===== config.mk =====
export PLATFORM = sky130hd
export DESIGN_NAME = sram_arbiter
export DESIGN_NICKNAME = d
export VERILOG_FILES = /design/src/rtl/aq32_bus_pkg.sv /design/src/rtl/sram_arbiter.sv
export SDC_FILE = /design/constraint.sdc
export NUM_CORES = 1
export LEC_CHECK = 0
export CORE_AREA = 2 2 105 107
export DETAILED_ROUTE_END_ITERATION = 10
export DIE_AREA = 0 0 107 109
export GPL_TIMING_DRIVEN = 0
export PLACE_DENSITY = 0.66
export REMOVE_ABC_BUFFERS = 1
export SLEW_MARGIN = 20
export SYNTH_ARGS = -nofsm -noshare
export SYNTH_HDL_FRONTEND = slang
export SYNTH_SLANG_ARGS = --single-unit

===== constraint.sdc =====
create_clock -name clk -period 1.75 [get_ports clk]
set_clock_uncertainty 0.15 [all_clocks]
set_input_delay 0.2625 -clock clk [delete_from_list [all_inputs] [get_ports clk]]
set_output_delay 0.2625 -clock clk [all_outputs]
set_load 0.02 [all_outputs]

===== src/rtl/aq32_bus_pkg.sv =====
// Shared bus constants and arbiter state encoding for the aq32 SRAM path.
package aq32_bus_pkg;

    localparam int unsigned SRAM_ADDR_W = 17;
    localparam int unsigned BUS_DATA_W  = 32;

    typedef enum logic [1:0] {
        ARB_IDLE = 2'd0,
        ARB_GNT0 = 2'd1,
        ARB_GNT1 = 2'd2
    } arb_state_e;

    // One-hot owner vector for a given arbiter state.
    function automatic logic [1:0] grant_of(input arb_state_e st);
        case (st)
            ARB_GNT0: grant_of = 2'b01;
            ARB_GNT1: grant_of = 2'b10;
            default:  grant_of = 2'b00;
        endcase
    endfunction

endpackage


===== src/rtl/sram_arbiter.sv =====
// Two-master arbiter in front of sram_ctrl: fixed m0 priority with an m1 starvation guard,
// or alternating priority when SRAM_ARB_ROUND_ROBIN_EN is defined.
module sram_arbiter
    import aq32_bus_pkg::*;
#(
    parameter int unsigned ADDR_W       = SRAM_ADDR_W,
    parameter int unsigned STARVE_LIMIT = 8
) (
    input  logic                  clk,
    input  logic                  reset,
    input  logic [ADDR_W-1:0]     m0_addr,
    input  logic [BUS_DATA_W-1:0] m0_wrdata,
    input  logic [3:0]            m0_bytesel,
    input  logic                  m0_wren,
    input  logic                  m0_strobe,
    output logic                  m0_wait,
    output logic [BUS_DATA_W-1:0] m0_rddata,
    input  logic [ADDR_W-1:0]     m1_addr,
    input  logic [BUS_DATA_W-1:0] m1_wrdata,
    input  logic [3:0]            m1_bytesel,
    input  logic                  m1_wren,
    input  logic                  m1_strobe,
    output logic                  m1_wait,
    output logic [BUS_DATA_W-1:0] m1_rddata,
    output logic [ADDR_W-1:0]     s_addr,
    output logic [BUS_DATA_W-1:0] s_wrdata,
    output logic [3:0]            s_bytesel,
    output logic                  s_wren,
    output logic                  s_strobe,
    input  logic                  s_wait,
    input  logic [BUS_DATA_W-1:0] s_rddata,
    output logic [1:0]            grant
);

    arb_state_e state_q;
    arb_state_e state_d;
    logic       m1_first;

`ifdef SRAM_ARB_ROUND_ROBIN_EN
    // 1 = m1 owned the last completed transfer, so m0 wins the next tie.
    logic last_owner;

    assign m1_first = ~last_owner;

    always_ff @(posedge clk) begin
        if (reset) begin
            last_owner <= 1'b1;
        end else if (state_q == ARB_GNT0 && m0_strobe && !s_wait) begin
            last_owner <= 1'b0;
        end else if (state_q == ARB_GNT1 && m1_strobe && !s_wait) begin
            last_owner <= 1'b1;
        end
    end
`else
    logic [7:0] starve_cnt;

    assign m1_first = (32'(starve_cnt) >= STARVE_LIMIT);

    // Counts cycles m1 has been kept waiting; saturates rather than wrapping.
    always_ff @(posedge clk) begin
        if (reset) begin
            starve_cnt <= 8'd0;
        end else if (!m1_strobe || state_d == ARB_GNT1) begin
            starve_cnt <= 8'd0;
        end else if (state_q != ARB_GNT1 && starve_cnt != 8'hFF) begin
            starve_cnt <= starve_cnt + 8'd1;
        end
    end
`endif

    always_ff @(posedge clk) begin
        if (reset) begin
            state_q <= ARB_IDLE;
            grant   <= 2'b00;
        end else begin
            state_q <= state_d;
            grant   <= grant_of(state_d);
        end
    end

    // Next-state decode and the combinational command/response mux.
    always_comb begin
        state_d   = state_q;
        s_addr    = '0;
        s_wrdata  = '0;
        s_bytesel = 4'b0000;
        s_wren    = 1'b0;
        s_strobe  = 1'b0;
        m0_wait   = 1'b1;
        m1_wait   = 1'b1;
        m0_rddata = '0;
        m1_rddata = '0;

        case (state_q)
            ARB_IDLE: begin
                if (m1_strobe && (!m0_strobe || m1_first)) begin
                    state_d = ARB_GNT1;
                end else if (m0_strobe) begin
                    state_d = ARB_GNT0;
                end
            end
            ARB_GNT0: begin
                s_addr    = m0_addr;
                s_wrdata  = m0_wrdata;
                s_bytesel = m0_bytesel;
                s_wren    = m0_wren;
                s_strobe  = m0_strobe;
                m0_wait   = s_wait;
                m0_rddata = s_rddata;
                // Completion or abort both release the port for a fresh arbitration.
                if (!m0_strobe || !s_wait) begin
                    state_d = ARB_IDLE;
                end
            end
            ARB_GNT1: begin
                s_addr    = m1_addr;
                s_wrdata  = m1_wrdata;
                s_bytesel = m1_bytesel;
                s_wren    = m1_wren;
                s_strobe  = m1_strobe;
                m1_wait   = s_wait;
                m1_rddata = s_rddata;
                if (!m1_strobe || !s_wait) begin
                    state_d = ARB_IDLE;
                end
            end
            default: state_d = ARB_IDLE;
        endcase
    end

endmodule


# Yosys cells after proc, flatten, opt, wreduce, memory -nomap -nowiden

Index checks and enable logic that the tools add are counted.

Input port bits: 145
Logic and storage cells: 37
Register bits after elaboration: 12

Eq/ne operators: 6
Add/subtract/negate cells: 1
Mux-type cells: 15
$lt $le $gt $ge: 1
Reduce and logical (&&, ||, !) cells: 11

Operators with widths:

| cell                                                | count |
|---|---|
| 2-to-1 mux 32 bit                                   | 2 |
| case mux 32 bit (2 select lines)                    | 1 |
| case mux 17 bit (2 select lines)                    | 1 |
| adder 8 x 1 -> 8 bit, second input constant         | 1 |
| >= comparator 8 x 4 -> 1 bit, second input constant | 1 |
| 2-to-1 mux 2 bit                                    | 4 |
| != test 8 bit, second input constant                | 1 |
| case mux 4 bit (2 select lines)                     | 1 |
| case mux 2 bit (3 select lines)                     | 1 |
| == test 2 x 1 -> 1 bit, second input constant       | 2 |
| == test 2 bit, second input constant                | 2 |
| logical OR 1 bit                                    | 4 |
| case mux 1 bit (2 select lines)                     | 2 |
| case mux 2 bit (2 select lines)                     | 1 |
| zero test 1 bit                                     | 3 |
| logical AND 1 bit                                   | 2 |
| zero test 2 bit                                     | 1 |
| 2-to-1 mux 1 bit                                    | 2 |
| != test 2 bit, second input constant                | 1 |
| OR reduction 2 bit                                  | 1 |

# Depth between registers and ports, before layout

Gate-level depths: netlist of the first run.

Depth in word-level cells: 8
Depth in mapped cells: 8
Gate-level depth less buffers: 6

# Worst setup path after synthesis of the first run

Ideal clock, no wire load.

Path type: flip-flop to output port
Start: register state_q[0]
End: output m1_rddata[10]
Path buffers: 3
Cell stages (with the launch flop): 7
Arrival time: 1568 ps
Slack: -230 ps
Cell sequence: dfxtp_1 -> inv_1 -> ha_1 -> clkbuf_1 -> clkbuf_1 -> clkbuf_1 -> and2_1

Cells in the longest elaborated chain, start to end: 2

RTL lines:

| item                     | line               | RTL |
|---|---|---|
| start: declaration       | sram_arbiter.sv:35 | `arb_state_e state_q;` |
| start signal: assignment | sram_arbiter.sv:76 | `state_q <= state_d;` |
| == test 2 bit            | sram_arbiter.sv:94 | `case (state_q)` |
| 2-to-1 mux 32 bit        | sram_arbiter.sv:94 |  |
| end: declaration         | sram_arbiter.sv:24 | `output logic [BUS_DATA_W-1:0] m1_rddata,` |

No other way between the ends.

# Final worst setup path of the first run

Start: register state_q[0]
End: register starve_cnt[0]

Cells in the longest elaborated chain, start to end: 6

RTL lines:

| item                                | line               | RTL |
|---|---|---|
| 2-to-1 mux 2 bit                    | sram_arbiter.sv:98 | `end else if (m0_strobe) begin` |
| 2-to-1 mux 2 bit                    | sram_arbiter.sv:96 | `if (m1_strobe && (!m0_strobe \|\| m1_first)) begin` |
| case mux 2 bit (3 select lines)     | sram_arbiter.sv:94 |  |
| == test 2 bit                       | sram_arbiter.sv:63 | `end else if (!m1_strobe \|\| state_d == ARB_GNT1) begin` |
| logical OR 1 bit                    | sram_arbiter.sv:63 |  |
| OR reduction 2 bit (no source line) | --                 |  |
| end signal: assignment              | sram_arbiter.sv:66 | `starve_cnt <= starve_cnt + 8'd1;` |
| end: declaration                    | sram_arbiter.sv:55 | `logic [7:0] starve_cnt;` |

Several ways; a longest one is shown, not always the timed one.
A chain may end at the register's enable or synchronous reset.

==> results of run 1 <==
-- state kept, by name, summed over array words and instances (netlist names) --
register / flops
starve_cnt: 8
state_q: 2
grant: 2
-- power by group --
group	internal [W]	leakage, nW	switching [W]
sequential	0.000283	0.0989	0.0000117
combinational	0.00102	2.22	0.000763
clock	0.000152	0.0216	0.000111
total	0.00145	2.34	0.000886
-- final timing paths --
kind / start / end / slack [ns] / cells after the start
worst max-delay path: state_q[0] / starve_cnt[0] / -0.34 / 8
worst min-delay path: starve_cnt[6] / starve_cnt[6] / 0.45 / 2
worst max register to register: state_q[0] / starve_cnt[0] / -0.34 / 8
worst min register to register: starve_cnt[6] / starve_cnt[6] / 0.45 / 2
-- final cells by class --
type	count	area [um2]
fill	916	4570
inverter	5	23.8
tap	140	175
timing repair buffer	319	3520
sequential	12	248
multi-input combinational	234	2020
clock buffer	3	41.3
-- cells in the final DEF (no fill, tap or decap), types with 2 or more instances in the layout --
cell type and n:
a21oi_1 2, buf_12 11, nor2_1 2, inv_4 2, dlygate4sd2_1 2, buf_2 8
clkdlybuf4s50_1 146, a211o_1 2, nor2b_1 57, buf_8 2, dfxtp_4 2, buf_4 68
a31oi_1 2, ha_1 3, and2_4 26, and2_1 39, nand2b_1 3, o21ai_0 3
buf_6 34, a211oi_1 3, dfxtp_1 10, a22oi_2 47, buf_16 13, nand2_1 3
a21oi_2 2, clkbuf_8 3, ha_4 3, clkbuf_16 8, a22oi_1 8, inv_1 3
clkdlybuf4s15_2 26, o211ai_1 4
-- cell families after synthesis --
family | share of synthesized area
adder cells (fa/ha/maj) | 0.0375
AO/OA/AOI/OAI | 0.306
flip-flops | 0.120
multiplexers | 0.00500
AND/OR/NAND/NOR | 0.460
buffers and inverters | 0.0619
XOR/XNOR | 0.00876
-- per-layer routing --
layer | track usage | vias to the layer above | routed length, um
li1 | - | 1596 | -
met1 | 0.267 | 1669 | 6060
met2 | 0.442 | 160 | 8370
met3 | 0.0412 | 18 | 930
met4 | 0.0612 | 0 | 345
met5 | 0 | - | 0
-- metrics by stage --
step / instances / total power [W] / TNS, ns
after CTS: 697 / 0.00220 / -31.08
after global placement: 658 / 0.00149 / -307.10
after floorplan: 251 / 0.000804 / -131.27
final: 713 / 0.00234 / -31.76
after detailed placement: 660 / 0.00153 / -92.83
after global routing: 713 / 0.00243 / -39.58
-- critical path, cell delays in order, from the launching register on --
cell      delay (ns)
dfxtp_4         0.36
inv_4           0.08
ha_4            0.23
buf_6           0.16
buf_16          0.13
a22oi_2         0.08
nand3b_1        0.29
a21oi_4         0.35
a211oi_1        0.12
-- repair_timing --
item	in CTS	in global routing
setup buffers	18	12
pin swaps	17	15
endpoints found under the setup margin	133	133
gates cloned	17	9
gates resized for setup	570	128
==> summary.txt, run 1 <==
Run status
  • Status: complete, but fails checks
  • Violated checks: setup timing

Cells and area
  • Layout Nets: between 700 and 800
  • Share of layout cells above drive strength 1: 0.468
  • Final Util: 0.569
  • Layout area overhead: 201%
  • N_diodes: 0
  • Post-route cell area: 0.00603 mm2

STA
  • Actual slew at the worst max-slew pin: ~0.35 ns
  • RSZ-0062 raised after global routing: true
  • Min Tclk post-route: around 2.1 ns
  • Slew headroom: 0.761
  • Max-slew violation count: 0
  • WHS: 0.447 ns
  • F_max: approximately 480 MHz
  • Number of setup violations in the final report: around 130
  • Period utilization: 1.19
  • Worst setup margin: -0.337 ns
  • Final hold vios: 0

CTS
  • Clk_lat worst skew: 0.25 ns
  • Clock Sink Count: 12
  • Post-CTS Hold Buffers: 0
  • CTS clk-pin slew, worst paths: approximately 0.050 ns
  • H-tree depth: 1
  • Cts bufs inserted: 3
  • Root buffer cell: clkbuf_8
  • Max Root-Sink Buffers: 2
  • CTS tree: done

Yosys
  • Synth Flop Type: dfxtp_1
  • Cell with the most instances after synthesis: and2_1
  • Synth area leader: a22oi_1
  • FFs w/ async S/R, synth: 0
  • Distinct cells, synth: 38
  • Post-synth EDFFs: 0
  • Commonest cells in the netlist: and2_1 (65), nor2b_1 (57), a22oi_1 (55), clkbuf_1 (26), dfxtp_1 (12)
  • Top cells by area, synth: a22oi_1 (21%), and2_1 (20%), nor2b_1 (18%), dfxtp_1 (12%), clkbuf_1 (4.9%)
  • Cell Area, Synth: about 0.0020 mm2
  • Synthesized flop and latch total: 12
  • Top cell type's share of synthesized area: 0.206
  • Syn Area/Cell: just over 7 um2
  • Synth Warn #: 0
  • Register area share after synthesis: 0.120
  • Syn Inst Count: about 280

Critical path
  • Critical path class: register to register
  • Worst Path Max Fanout: 8
  • Critical Path Start Type: register
  • Required time of the critical path: ~1.7 ns
  • WP data arrival: approximately 2.1 ns
  • Crit end category: register

Placed design
  • Post-DP Area: around 0.0048 mm2
  • # port buffers: roughly 270
  • DPL Wire Length: between 8000 and 9000 um
  • GPL Wtd Cong: about 0.84
  • Place WS: -1.04 ns

Drt
  • Via count: around 3400
  • Post-route ant nets: 0
  • First-pass DRT Iterations: 4
  • DR vias/cell: 4.83
  • Wire per inst: 22.0 um
  • Drc violations: 0
  • Initial drt markers: between 100 and 150
  • Post-Route WL: between 15000 and 20000 um

Die
  • Die Y: around 110 um
  • Initial core utilization: 0.189
  • Core outline area: between 0.01 and 0.015 mm2
  • Total die area: between 0.01 and 0.015 mm2
  • Rows: 38
  • # IOs: ~270
  • Horiz. Die Dim: around 110 um

Power
  • Peak supply drop: 0.449 mV
  • Leak Pwr: 2.34 nW
  • Power density cells: roughly 390 mW/mm2

Global routing
  • Global-route wire length before repair: 20300 um
  • Vias in the first global route: roughly 3300
  • Total GRT Usage: 0.232
  • Total global routing overflow: 0
  • Initial antenna violation count: 0
  • Largest net degree at the start of global routing: 28

Flow run
  • Max-Cap Viols: 0

Min path
  • Hold crit path type: register to register
Note: power is estimated with default switching activity, not from simulation.
==> run 2, diff against run 1 <==
--- a/config.mk
+++ b/config.mk
@@ -5,6 +5,7 @@
 export SDC_FILE = /design/constraint.sdc
 export NUM_CORES = 1
 export LEC_CHECK = 0
+export ABC_CLOCK_PERIOD_IN_PS = 1750
 export CORE_AREA = 2 2 105 107
 export DETAILED_ROUTE_END_ITERATION = 10
 export DIE_AREA = 0 0 107 109
==> results of run 2 <==
Final layout, timing and power as in run 1 (identical DEF).
